--- src/rtl/wb_tlc_req_dec.sv ---
// Receive-side TLP request decoder: turns single-DW MRd32/MWr32 requests into one
// Wishbone master cycle and hands read data to the completion generator.
module wb_tlc_req_dec #(
  parameter int c_DATA_WIDTH = 64,
  parameter int c_WB_TIMEOUT = 255,
  parameter int c_CPL_GAP    = 3
) (
  input  logic                    wb_clk,
  input  logic                    rstn,
  input  logic [c_DATA_WIDTH-1:0] din,
  input  logic                    din_sop,
  input  logic                    din_eop,
  input  logic                    din_valid,
  output logic                    din_rdy,
  output logic [31:0]             wb_adr_o,
  output logic [c_DATA_WIDTH-1:0] wb_dat_o,
  output logic [7:0]              wb_sel_o,
  output logic                    wb_we_o,
  output logic                    wb_cyc_o,
  output logic                    wb_stb_o,
  input  logic                    wb_ack_i,
  input  logic [c_DATA_WIDTH-1:0] wb_dat_i,
  output logic                    cpl_read,
  output logic                    cpl_valid,
  output logic [c_DATA_WIDTH-1:0] cpl_din,
  output logic [7:0]              cpl_sel,
  output logic [23:0]             tran_id,
  output logic [9:0]              tran_length,
  output logic [7:0]              tran_be,
  output logic [4:0]              tran_addr,
  output logic [2:0]              tran_tc,
  output logic [1:0]              tran_attr,
  output logic                    err_unsup,
  output logic                    err_malformed,
  output logic                    err_timeout
);

  localparam logic [2:0] ST_IDLE    = 3'd0;
  localparam logic [2:0] ST_HDR2    = 3'd1;
  localparam logic [2:0] ST_WB      = 3'd2;
  localparam logic [2:0] ST_CPL     = 3'd3;
  localparam logic [2:0] ST_DISCARD = 3'd4;

  localparam logic [7:0] TMO_LAST = 8'(c_WB_TIMEOUT - 1);
  localparam logic [7:0] GAP_LAST = 8'(c_CPL_GAP - 1);

  logic [2:0]              state_q, state_d;
  logic                    din_rdy_q, din_rdy_d;
  logic [31:0]             adr_q, adr_d;
  logic [c_DATA_WIDTH-1:0] dat_q, dat_d;
  logic [7:0]              sel_q, sel_d;
  logic                    we_q, we_d;
  logic                    cyc_q, cyc_d;
  logic                    cpl_read_q, cpl_read_d;
  logic                    cpl_valid_q, cpl_valid_d;
  logic [c_DATA_WIDTH-1:0] cpl_din_q, cpl_din_d;
  logic [7:0]              cpl_sel_q, cpl_sel_d;
  logic [23:0]             tran_id_q, tran_id_d;
  logic [9:0]              tran_length_q, tran_length_d;
  logic [7:0]              tran_be_q, tran_be_d;
  logic [4:0]              tran_addr_q, tran_addr_d;
  logic [2:0]              tran_tc_q, tran_tc_d;
  logic [1:0]              tran_attr_q, tran_attr_d;
  logic                    err_unsup_q, err_unsup_d;
  logic                    err_mal_q, err_mal_d;
  logic                    err_tmo_q, err_tmo_d;
  logic                    is_rd_q, is_rd_d;
  logic [7:0]              cnt_q, cnt_d;

  logic       accept;
  logic [7:0] w0_type;
  logic [9:0] w0_length;
  logic       w0_supported;
  logic [3:0] lane_be;
  logic       unused_hdr_bits;

  assign accept       = din_valid & din_rdy_q;
  assign w0_type      = din[63:56];
  assign w0_length    = din[41:32];
  assign w0_supported = ((w0_type == 8'h00) || (w0_type == 8'h40)) &&
                        (w0_length == 10'd1) && !din[46];
  // A read with no enabled bytes still fetches the full DW.
  assign lane_be      = (is_rd_q && (tran_be_q[7:4] == 4'h0)) ? 4'hF : tran_be_q[7:4];
  assign unused_hdr_bits = ^{din[55], din[51:47], din[43:42]};

  always_comb begin
    state_d       = state_q;
    adr_d         = adr_q;
    dat_d         = dat_q;
    sel_d         = sel_q;
    we_d          = we_q;
    cyc_d         = cyc_q;
    cpl_din_d     = cpl_din_q;
    cpl_sel_d     = cpl_sel_q;
    tran_id_d     = tran_id_q;
    tran_length_d = tran_length_q;
    tran_be_d     = tran_be_q;
    tran_addr_d   = tran_addr_q;
    tran_tc_d     = tran_tc_q;
    tran_attr_d   = tran_attr_q;
    is_rd_d       = is_rd_q;
    cnt_d         = cnt_q;
    cpl_read_d    = 1'b0;
    cpl_valid_d   = 1'b0;
    err_unsup_d   = 1'b0;
    err_mal_d     = 1'b0;
    err_tmo_d     = 1'b0;
    case (state_q)
      // A sop seen while waiting for word1 restarts header decode on that word.
      ST_IDLE, ST_HDR2: begin
        if (accept && din_sop) begin
          if (state_q == ST_HDR2) err_mal_d = 1'b1;
          if (w0_supported) begin
            tran_id_d     = din[31:8];
            tran_length_d = w0_length;
            tran_be_d     = {din[3:0], din[7:4]};
            tran_tc_d     = din[54:52];
            tran_attr_d   = din[45:44];
            is_rd_d       = (w0_type == 8'h00);
            if (din_eop) begin
              err_mal_d = 1'b1;
              state_d   = ST_IDLE;
            end else begin
              state_d   = ST_HDR2;
            end
          end else begin
            err_unsup_d = 1'b1;
            state_d     = din_eop ? ST_IDLE : ST_DISCARD;
          end
        end else if (accept && (state_q == ST_HDR2)) begin
          if (!din_eop) begin
            err_mal_d = 1'b1;
            state_d   = ST_DISCARD;
          end else begin
            adr_d       = {din[63:35], 3'b000};
            dat_d       = {din[31:0], din[31:0]};
            sel_d       = din[34] ? {lane_be, 4'b0000} : {4'b0000, lane_be};
            we_d        = !is_rd_q;
            cyc_d       = 1'b1;
            tran_addr_d = din[38:34];
            cnt_d       = '0;
            cpl_read_d  = is_rd_q;
            state_d     = ST_WB;
          end
        end
      end
      ST_WB: begin
        if (wb_ack_i) begin
          cyc_d = 1'b0;
          cnt_d = '0;
          if (is_rd_q) begin
            cpl_din_d   = wb_dat_i;
            cpl_sel_d   = sel_q;
            cpl_valid_d = 1'b1;
            state_d     = ST_CPL;
          end else begin
            state_d     = ST_IDLE;
          end
        end else if (cnt_q == TMO_LAST) begin
          cyc_d     = 1'b0;
          cnt_d     = '0;
          err_tmo_d = 1'b1;
          if (is_rd_q) begin
            cpl_din_d   = '1;
            cpl_sel_d   = sel_q;
            cpl_valid_d = 1'b1;
            state_d     = ST_CPL;
          end else begin
            state_d     = ST_IDLE;
          end
        end else begin
          cnt_d = cnt_q + 8'd1;
        end
      end
      ST_CPL: begin
        if (cnt_q == GAP_LAST) state_d = ST_IDLE;
        else                   cnt_d   = cnt_q + 8'd1;
      end
      ST_DISCARD: begin
        if (accept && din_eop) state_d = ST_IDLE;
      end
      default: state_d = ST_IDLE;
    endcase
    din_rdy_d = (state_d == ST_IDLE) || (state_d == ST_HDR2) || (state_d == ST_DISCARD);
  end

  always_ff @(posedge wb_clk or negedge rstn) begin
    if (!rstn) begin
      state_q       <= ST_IDLE;
      din_rdy_q     <= 1'b0;
      adr_q         <= '0;
      dat_q         <= '0;
      sel_q         <= '0;
      we_q          <= 1'b0;
      cyc_q         <= 1'b0;
      cpl_read_q    <= 1'b0;
      cpl_valid_q   <= 1'b0;
      cpl_din_q     <= '0;
      cpl_sel_q     <= '0;
      tran_id_q     <= '0;
      tran_length_q <= '0;
      tran_be_q     <= '0;
      tran_addr_q   <= '0;
      tran_tc_q     <= '0;
      tran_attr_q   <= '0;
      err_unsup_q   <= 1'b0;
      err_mal_q     <= 1'b0;
      err_tmo_q     <= 1'b0;
      is_rd_q       <= 1'b0;
      cnt_q         <= '0;
    end else begin
      state_q       <= state_d;
      din_rdy_q     <= din_rdy_d;
      adr_q         <= adr_d;
      dat_q         <= dat_d;
      sel_q         <= sel_d;
      we_q          <= we_d;
      cyc_q         <= cyc_d;
      cpl_read_q    <= cpl_read_d;
      cpl_valid_q   <= cpl_valid_d;
      cpl_din_q     <= cpl_din_d;
      cpl_sel_q     <= cpl_sel_d;
      tran_id_q     <= tran_id_d;
      tran_length_q <= tran_length_d;
      tran_be_q     <= tran_be_d;
      tran_addr_q   <= tran_addr_d;
      tran_tc_q     <= tran_tc_d;
      tran_attr_q   <= tran_attr_d;
      err_unsup_q   <= err_unsup_d;
      err_mal_q     <= err_mal_d;
      err_tmo_q     <= err_tmo_d;
      is_rd_q       <= is_rd_d;
      cnt_q         <= cnt_d;
    end
  end

  assign din_rdy       = din_rdy_q;
  assign wb_adr_o      = adr_q;
  assign wb_dat_o      = dat_q;
  assign wb_sel_o      = sel_q;
  assign wb_we_o       = we_q;
  assign wb_cyc_o      = cyc_q;
  assign wb_stb_o      = cyc_q;
  assign cpl_read      = cpl_read_q;
  assign cpl_valid     = cpl_valid_q;
  assign cpl_din       = cpl_din_q;
  assign cpl_sel       = cpl_sel_q;
  assign tran_id       = tran_id_q;
  assign tran_length   = tran_length_q;
  assign tran_be       = tran_be_q;
  assign tran_addr     = tran_addr_q;
  assign tran_tc       = tran_tc_q;
  assign tran_attr     = tran_attr_q;
  assign err_unsup     = err_unsup_q;
  assign err_malformed = err_mal_q;
  assign err_timeout   = err_tmo_q;

endmodule

--- config.mk ---
export PLATFORM = sky130hd
export DESIGN_NAME = wb_tlc_req_dec
export DESIGN_NICKNAME = d
export VERILOG_FILES = /design/src/rtl/wb_tlc_req_dec.sv
export SDC_FILE = /design/constraint.sdc
export NUM_CORES = 1
export LEC_CHECK = 0
export CORE_ASPECT_RATIO = 0.5
export CORE_MARGIN = 2
export CORE_UTILIZATION = 40
export CTS_CLUSTER_DIAMETER = 100
export CTS_CLUSTER_SIZE = 30
export DETAILED_ROUTE_END_ITERATION = 16
export PLACE_DENSITY = 0.81
export SYNTH_ARGS = -nofsm -noshare
export SYNTH_HDL_FRONTEND = slang
export SYNTH_SLANG_ARGS = --single-unit
--- constraint.sdc ---
create_clock -name wb_clk -period 5.3 [get_ports wb_clk]
set_input_delay 0.795 -clock wb_clk [delete_from_list [all_inputs] [get_ports wb_clk]]
set_output_delay 0.795 -clock wb_clk [all_outputs]
set_load 0.03 [all_outputs]
==> results of run 1 <==
[sequential cells by signal, indices dropped and copies added (netlist names), 10 cells and up]
name,flops
tran_id,24
tran_length,10
cpl_din,64
wb_dat_o,32
wb_adr_o,26
[cells in the mapped netlist, drive strengths merged (2+ instances only)]
master	number	area, um2
dfrtp	209	5230
nand2	202	758.2
buf	66	500.5
o22a	64	560.5
mux2	47	529.3
nor2	17	63.81
clkbuf	12	45.04
nor2b	12	75.07
o21ai	12	60.05
nand3	8	40.04
nor3	6	41.29
nor4	5	31.28
and2	4	25.02
and3	4	25.02
a221o	3	30.03
inv	3	11.26
nand2b	3	18.77
a22o	2	17.52
ha	2	25.02
o211ai	2	15.01
o2bb2ai	2	17.52
o31ai	2	15.01
[power breakdown]
| part | switching (uW) | internal, uW | leakage (uW) |
|---|---|---|---|
| registers | 1.36 | 1600 | 0.00291 |
| logic | 64.5 | 94.8 | 0.00261 |
| clock network | 482 | 377 | 0.000137 |
[how the worst min path moves through the flow]
stage,startpoint,cells past startpoint,endpoint
final,wb_adr_o[27],2,wb_adr_o[27]
after global routing,wb_adr_o[29],2,wb_adr_o[29]
after CTS,wb_adr_o[19],2,wb_adr_o[19]
after detailed placement,wb_adr_o[19],2,wb_adr_o[19]
after global placement,tran_length[0],1,tran_length[0]
after floorplan,rstn,0,cnt_q[0]
[critical path: stages]
cell and delay [ns]:
clkdlybuf4s50_1 0.45, nor4_1 0.36, nand2_1 0.24, nor3_4 0.77
buf_4 0.45, mux2_2 0.38
[cells by family (layout without fill, tap and decap cells)]
family                   after synthesis  in the layout  synth area share [%]
adder cells (fa/ha/maj)                2              2                0.3012
AND/OR/NAND/NOR                      271            271                 14.04
buffers and inverters                 81            390                 6.702
other                                  1              3               0.04514
AO/OA/AOI/OAI                         95             95                 9.593
multiplexers                          47             47                 6.371
flip-flops                           209            209                 62.95
[layer usage]
metal / GRT usage (%) / vias up / part of all wire [%] / routed length (um)
li1: - / 2961 / - / -
met1: 26.70 / 3172 / 42 / 9815
met2: 35.98 / 203 / 50 / 11810
met3: 3.929 / 53 / 5.1 / 1212
met4: 6.332 / 0 / 3.0 / 699
met5: 0 / - / 0 / 0
[through the flow]
stage	area [um2]	setup WS, ns	cells
6_report	12140	2.186	1290
5_1_grt	12140	1.997	1290
4_1_cts	12140	2.199	1290
3_5_place_dp	11860	1.680	1278
3_3_place_gp	11860	1.678	1278
2_1_floorplan	8315	3.092	708
[final cells by class]
type                    instances  area (um2)  share of cell area [%]
clock buffers                  12       279.0                   2.298
inverters                       3       11.26                 0.09275
multi-input cells             418        2541                   20.93
flip-flops and latches        209        5230                   43.08
well taps                     273       341.6                   2.814
repair buffers                375        3737                   30.78
==> summary.txt, run 1 <==
Route
  • Routed WL: 23,540 um
  • Vias per std cell: 4.953
  • First drt pass iteration count: 4
  • Antenna Nets Post-Route: 0
  • # DRC: 0
  • Vias: 6,389
  • Wire per inst: 18.25 um
  • First-iteration detailed-routing DRC count: 427

Logic synthesis
  • Ys Warns: 0
  • #FFs+latches synth: 209
  • Post-synth EDFFs: 0
  • Mapped Area: 8308 um2
  • Mean area per synthesized cell: 11.77 um2
  • Synth Flop Type: dfrtp_1
  • Cell variety after synth: 45
  • Ys async rst share: 100.0%
  • Cells after synthesis: 706
  • Seq/Total Area, Yosys: 62.95%

Finish
  • Final Core Density: 59.33%
  • FILL cells: 1,660
  • Commonest non-fill, non-tap cell in the layout: clkdlybuf4s50_1
  • # diodes: 0
  • P&R area growth vs syn: 46.13%
  • Post-layout nets: 1,153
  • Most frequent cells in the layout: clkdlybuf4s50_1, dfrtp_1, nand2_1
  • Share of layout cells above drive strength 1: 7.670%

Critical path
  • WP data arrival: 3.47 ns
  • Reg2Reg Setup Slack: 2.57 ns
  • Critical path peak fanout: 23
  • R2r startpoint: cnt_q[2]
  • Critical path required time: 5.66 ns
  • CP Launch Type: input pin
  • Setup CP Type: input pin to flip-flop
  • Critical Path End: tran_id[6]
  • Worst Reg-to-Reg Cells: 5
  • Reg2Reg Capture Point: cpl_sel[2]
  • Crit end category: flip-flop
  • Critical path startpoint: din[61]

Placed design
  • Routability-driven placement congestion ratio: 0.8493
  • PortBufs: 367
  • HPWL after DPL: 17,590 um

Floorplan
  • Core area: 20,460 um2
  • Die Area: 22,010 um2
  • Ports: 371
  • Initial Utilization: 40.60%
  • Die Wd: 207.8 um
  • Die Y-Extent: 105.9 um
  • Rows: 37

CTS
  • Post-CTS Setup Bufs: 0
  • Worst-path clk slew: 0.11 ns
  • Clock buffer depth: 3
  • CTS tree: yes
  • CTS buffer count: 10
  • Worst skew pair latency: 0.47 ns
  • Clk sinks: 209
  • Root Buffer: clkbuf_16
  • Depth of the CTS H-tree: 1
  • Cts repair resizes: 0
  • Hold_buf cts: 0

Timing
  • Clock Skew: 0.01098 ns
  • Slew @ Worst Pin: 1.000 ns
  • Min Tclk post-route: 3.114 ns
  • RSZ-0062 raised after global routing: false
  • Max_slew headroom: 33.31%
  • Hold slack: 0.4858 ns
  • Slew Limit Fails: 0
  • Final-report hold violation count: 0
  • Setup TNS: 0 ns
  • Setup violators final: 0
  • Max Clk Rate: 321.1 MHz
  • Tcrit/Tclk final: 58.76%

Worst hold path
  • HP Class: flip-flop to flip-flop

GRT
  • Antenna violations before repair: 0
  • Largest net degree at the start of global routing: 131
  • Vias in the first global route: 6,447
  • Tot GR Track Use: 20.76%
  • GR Overflow Total: 0
  • First-pass GRT wire length: 36,680 um

Outcome
  • Outcome: finished, final reports clean

Pwr
  • Worst vdd ir: 156.0 uV
  • Total chip power: 2615 uW
  • Pwr Density: 215.4 nW/um2
  • Leakage: 0.005659 uW

Job
  • Max capacitance violation total: 0
Note: power is estimated with default switching activity, not from simulation.
==> inputs of run 2 (changes only) <==
--- a/config.mk
+++ b/config.mk
@@ -7,7 +7,7 @@
 export LEC_CHECK = 0
 export CORE_ASPECT_RATIO = 0.5
 export CORE_MARGIN = 2
-export CORE_UTILIZATION = 40
+export CORE_UTILIZATION = 38
 export CTS_CLUSTER_DIAMETER = 100
 export CTS_CLUSTER_SIZE = 30
 export DETAILED_ROUTE_END_ITERATION = 16
==> constraint.sdc (replaced) <==
create_clock -name wb_clk -period 2.8 [get_ports wb_clk]
set_input_delay 0.42 -clock wb_clk [delete_from_list [all_inputs] [get_ports wb_clk]]
set_output_delay 0.42 -clock wb_clk [all_outputs]
set_load 0.03 [all_outputs]
==> run 2 against run 1 <==
- via count increased by 1.6%
- first-iteration DRC count decreased by 7.3%
- core utilization is 2.1 points lower
- clock-buffer cell count is the same
- clock power is 90% higher
- cell area grew 1.5%
- power is 90% higher
- critical path depth fell by 1
- cell count rose by 2.9%
- critical path type is now flip-flop to flip-flop
- sequential power up 89%
- hold slack got worse by 0.018 ns
==> summary.txt, run 2 (synthesis results as in run 1) <==
CTS
  • Clk sinks: 209
  • CTS buffer count: 10
  • Root Buffer: clkbuf_16
  • Worst skew pair latency: 0.47 ns
  • CTS tree: yes
  • Worst-path clk slew: 0.12 ns
  • Post-CTS Setup Bufs: 0
  • Hold_buf cts: 1
  • Depth of the CTS H-tree: 1
  • Clock buffer depth: 3
  • Cts repair resizes: 0

Pwr
  • Worst vdd ir: 322.1 uV
  • Pwr Density: 402.9 nW/um2
  • Leakage: 0.005733 uW

Floorplan
  • Core area: 21,540 um2
  • Ports: 371
  • Die Area: 23,130 um2
  • Die Wd: 213.1 um
  • Rows: 38
  • Die Y-Extent: 108.6 um
  • Initial Utilization: 38.57%

Critical path
  • CP delay by family, top: simple AND/OR/NAND/NOR gates
  • Critical path required time: 3.15 ns
  • Crit end category: flip-flop
  • Max stage delay on crit path: 0.51 ns
  • WP data arrival: 2.50 ns
  • CP Cell Sequence: nand2b_1 -> nor2_1 -> nand3_2 -> buf_12 -> o22a_1
  • CP Launch Type: flip-flop
  • CP bufs+invs: 1
  • Critical path peak fanout: 38
  • Setup CP Type: flip-flop to flip-flop
  • R2r startpoint: state_q[2]
  • Reg2Reg Capture Point: cpl_din[8]
  • Worst Reg-to-Reg Cells: 5
  • Reg2Reg Setup Slack: 0.65 ns
  • Slowest stage cell, crit path: nand3_2

Route
  • Antenna Nets Post-Route: 0
  • Routed WL: 24,300 um
  • # DRC: 0
  • Vias: 6,490
  • Vias per std cell: 4.891
  • Wire per inst: 18.31 um
  • First drt pass iteration count: 5
  • First-iteration detailed-routing DRC count: 396

Worst hold path
  • Hold Path Origin: din[50]
  • Hold Path End: wb_adr_o[18]
  • Hold Path Cell Cnt: 3
  • HP Class: input pin to flip-flop

Outcome
  • Outcome: finished, final reports clean

GRT
  • Antenna violations before repair: 0
  • Vias in the first global route: 6,550
  • GR Overflow Total: 0
  • First-pass GRT wire length: 36,470 um
  • Largest net degree at the start of global routing: 67
  • Tot GR Track Use: 20.08%

Timing
  • Slew Limit Fails: 0
  • Tcrit/Tclk final: 76.72%
  • Setup violators final: 0
  • Hold slack: 0.4676 ns
  • RSZ-0062 raised after global routing: false
  • Min Tclk post-route: 2.148 ns
  • Final worst slack: 0.6519 ns
  • Max Clk Rate: 465.5 MHz
  • Final-report hold violation count: 0
  • Slew @ Worst Pin: 0.6269 ns
  • Max_slew headroom: 58.16%
  • Clock Skew: 0.01553 ns
  • Setup TNS: 0 ns

Placed design
  • HPWL after DPL: 18,580 um
  • Placed cells: 1,314
  • Routability-driven placement congestion ratio: 0.8278
  • Pre-CTS WS: 0.1595 ns
  • PortBufs: 367

Finish
  • FF/Latch Area: 5230 um2
  • Most frequent cells in the layout: clkdlybuf4s50_1, dfrtp_1, nand2_1
  • # diodes: 0
  • Max reg flops: 64
  • FILL cells: 1,797
  • Final Core Density: 57.23%
  • Share of layout cells above drive strength 1: 8.471%
  • Post-layout nets: 1,163
  • P&R area growth vs syn: 48.37%
  • Area occupied by multi-input gates: 2541 um2
  • Final Instance Count excl. Fillers: 1,327
  • Commonest non-fill, non-tap cell in the layout: clkdlybuf4s50_1

Job
  • Max capacitance violation total: 0
-- run 2: cell types whose count changed in the layout (fill, tap and decap cells not counted) --
| cell | delta |
|---|---|
| buf_4 | +3 |
| dlygate4sd3_1 | +1 |
| buf_12 | +6 |
-- run 2: how the worst max path moves through the flow --
stage	from	to	cells past startpoint
6_report	state_q[2]	cpl_din[8]	5
5_1_grt	state_q[2]	cpl_din[8]	5
4_1_cts	state_q[2]	cpl_din[8]	5
3_5_place_dp	din[38]	tran_id[23]	7
3_3_place_gp	din[38]	tran_id[2]	7
2_1_floorplan	din[58]	tran_id[14]	5
-- run 2: final cells by class --
type / instances / share of cell area (%)
sequential: 209 / 42.43
timing repair buffer: 385 / 31.56
multi-input combinational: 418 / 20.62
tap: 300 / 3.045
clock buffer: 12 / 2.264
inverter: 3 / 0.09135
-- run 2: tightest hold or removal path, stage by stage --
cell and delay, ns:
clkdlybuf4s50_1 0.40, nand2_1 0.06, nand2_1 0.04
-- run 2: where the power goes --
group	switching (uW)	total, uW	leakage, uW	internal (uW)
clock	917	1630	0.000137	715
combinational	126	312	0.00269	186
sequential	3.00	3020	0.00291	3020
-- run 2: through the flow --
stage	total power (uW)	instance area, um2
floorplan	3113	8315
global placement	3390	12040
detailed placement	3395	12040
CTS	5042	12330
global route	5148	12330
finish	4966	12330
-- run 2: layer usage --
layer / GRT usage [%] / up-vias / share of wire, %
li1: - / 2984 / -
met1: 25.19 / 3272 / 40
met2: 36.27 / 185 / 53
met3: 2.933 / 49 / 4.2
met4: 5.844 / 0 / 2.8
met5: 0 / - / 0
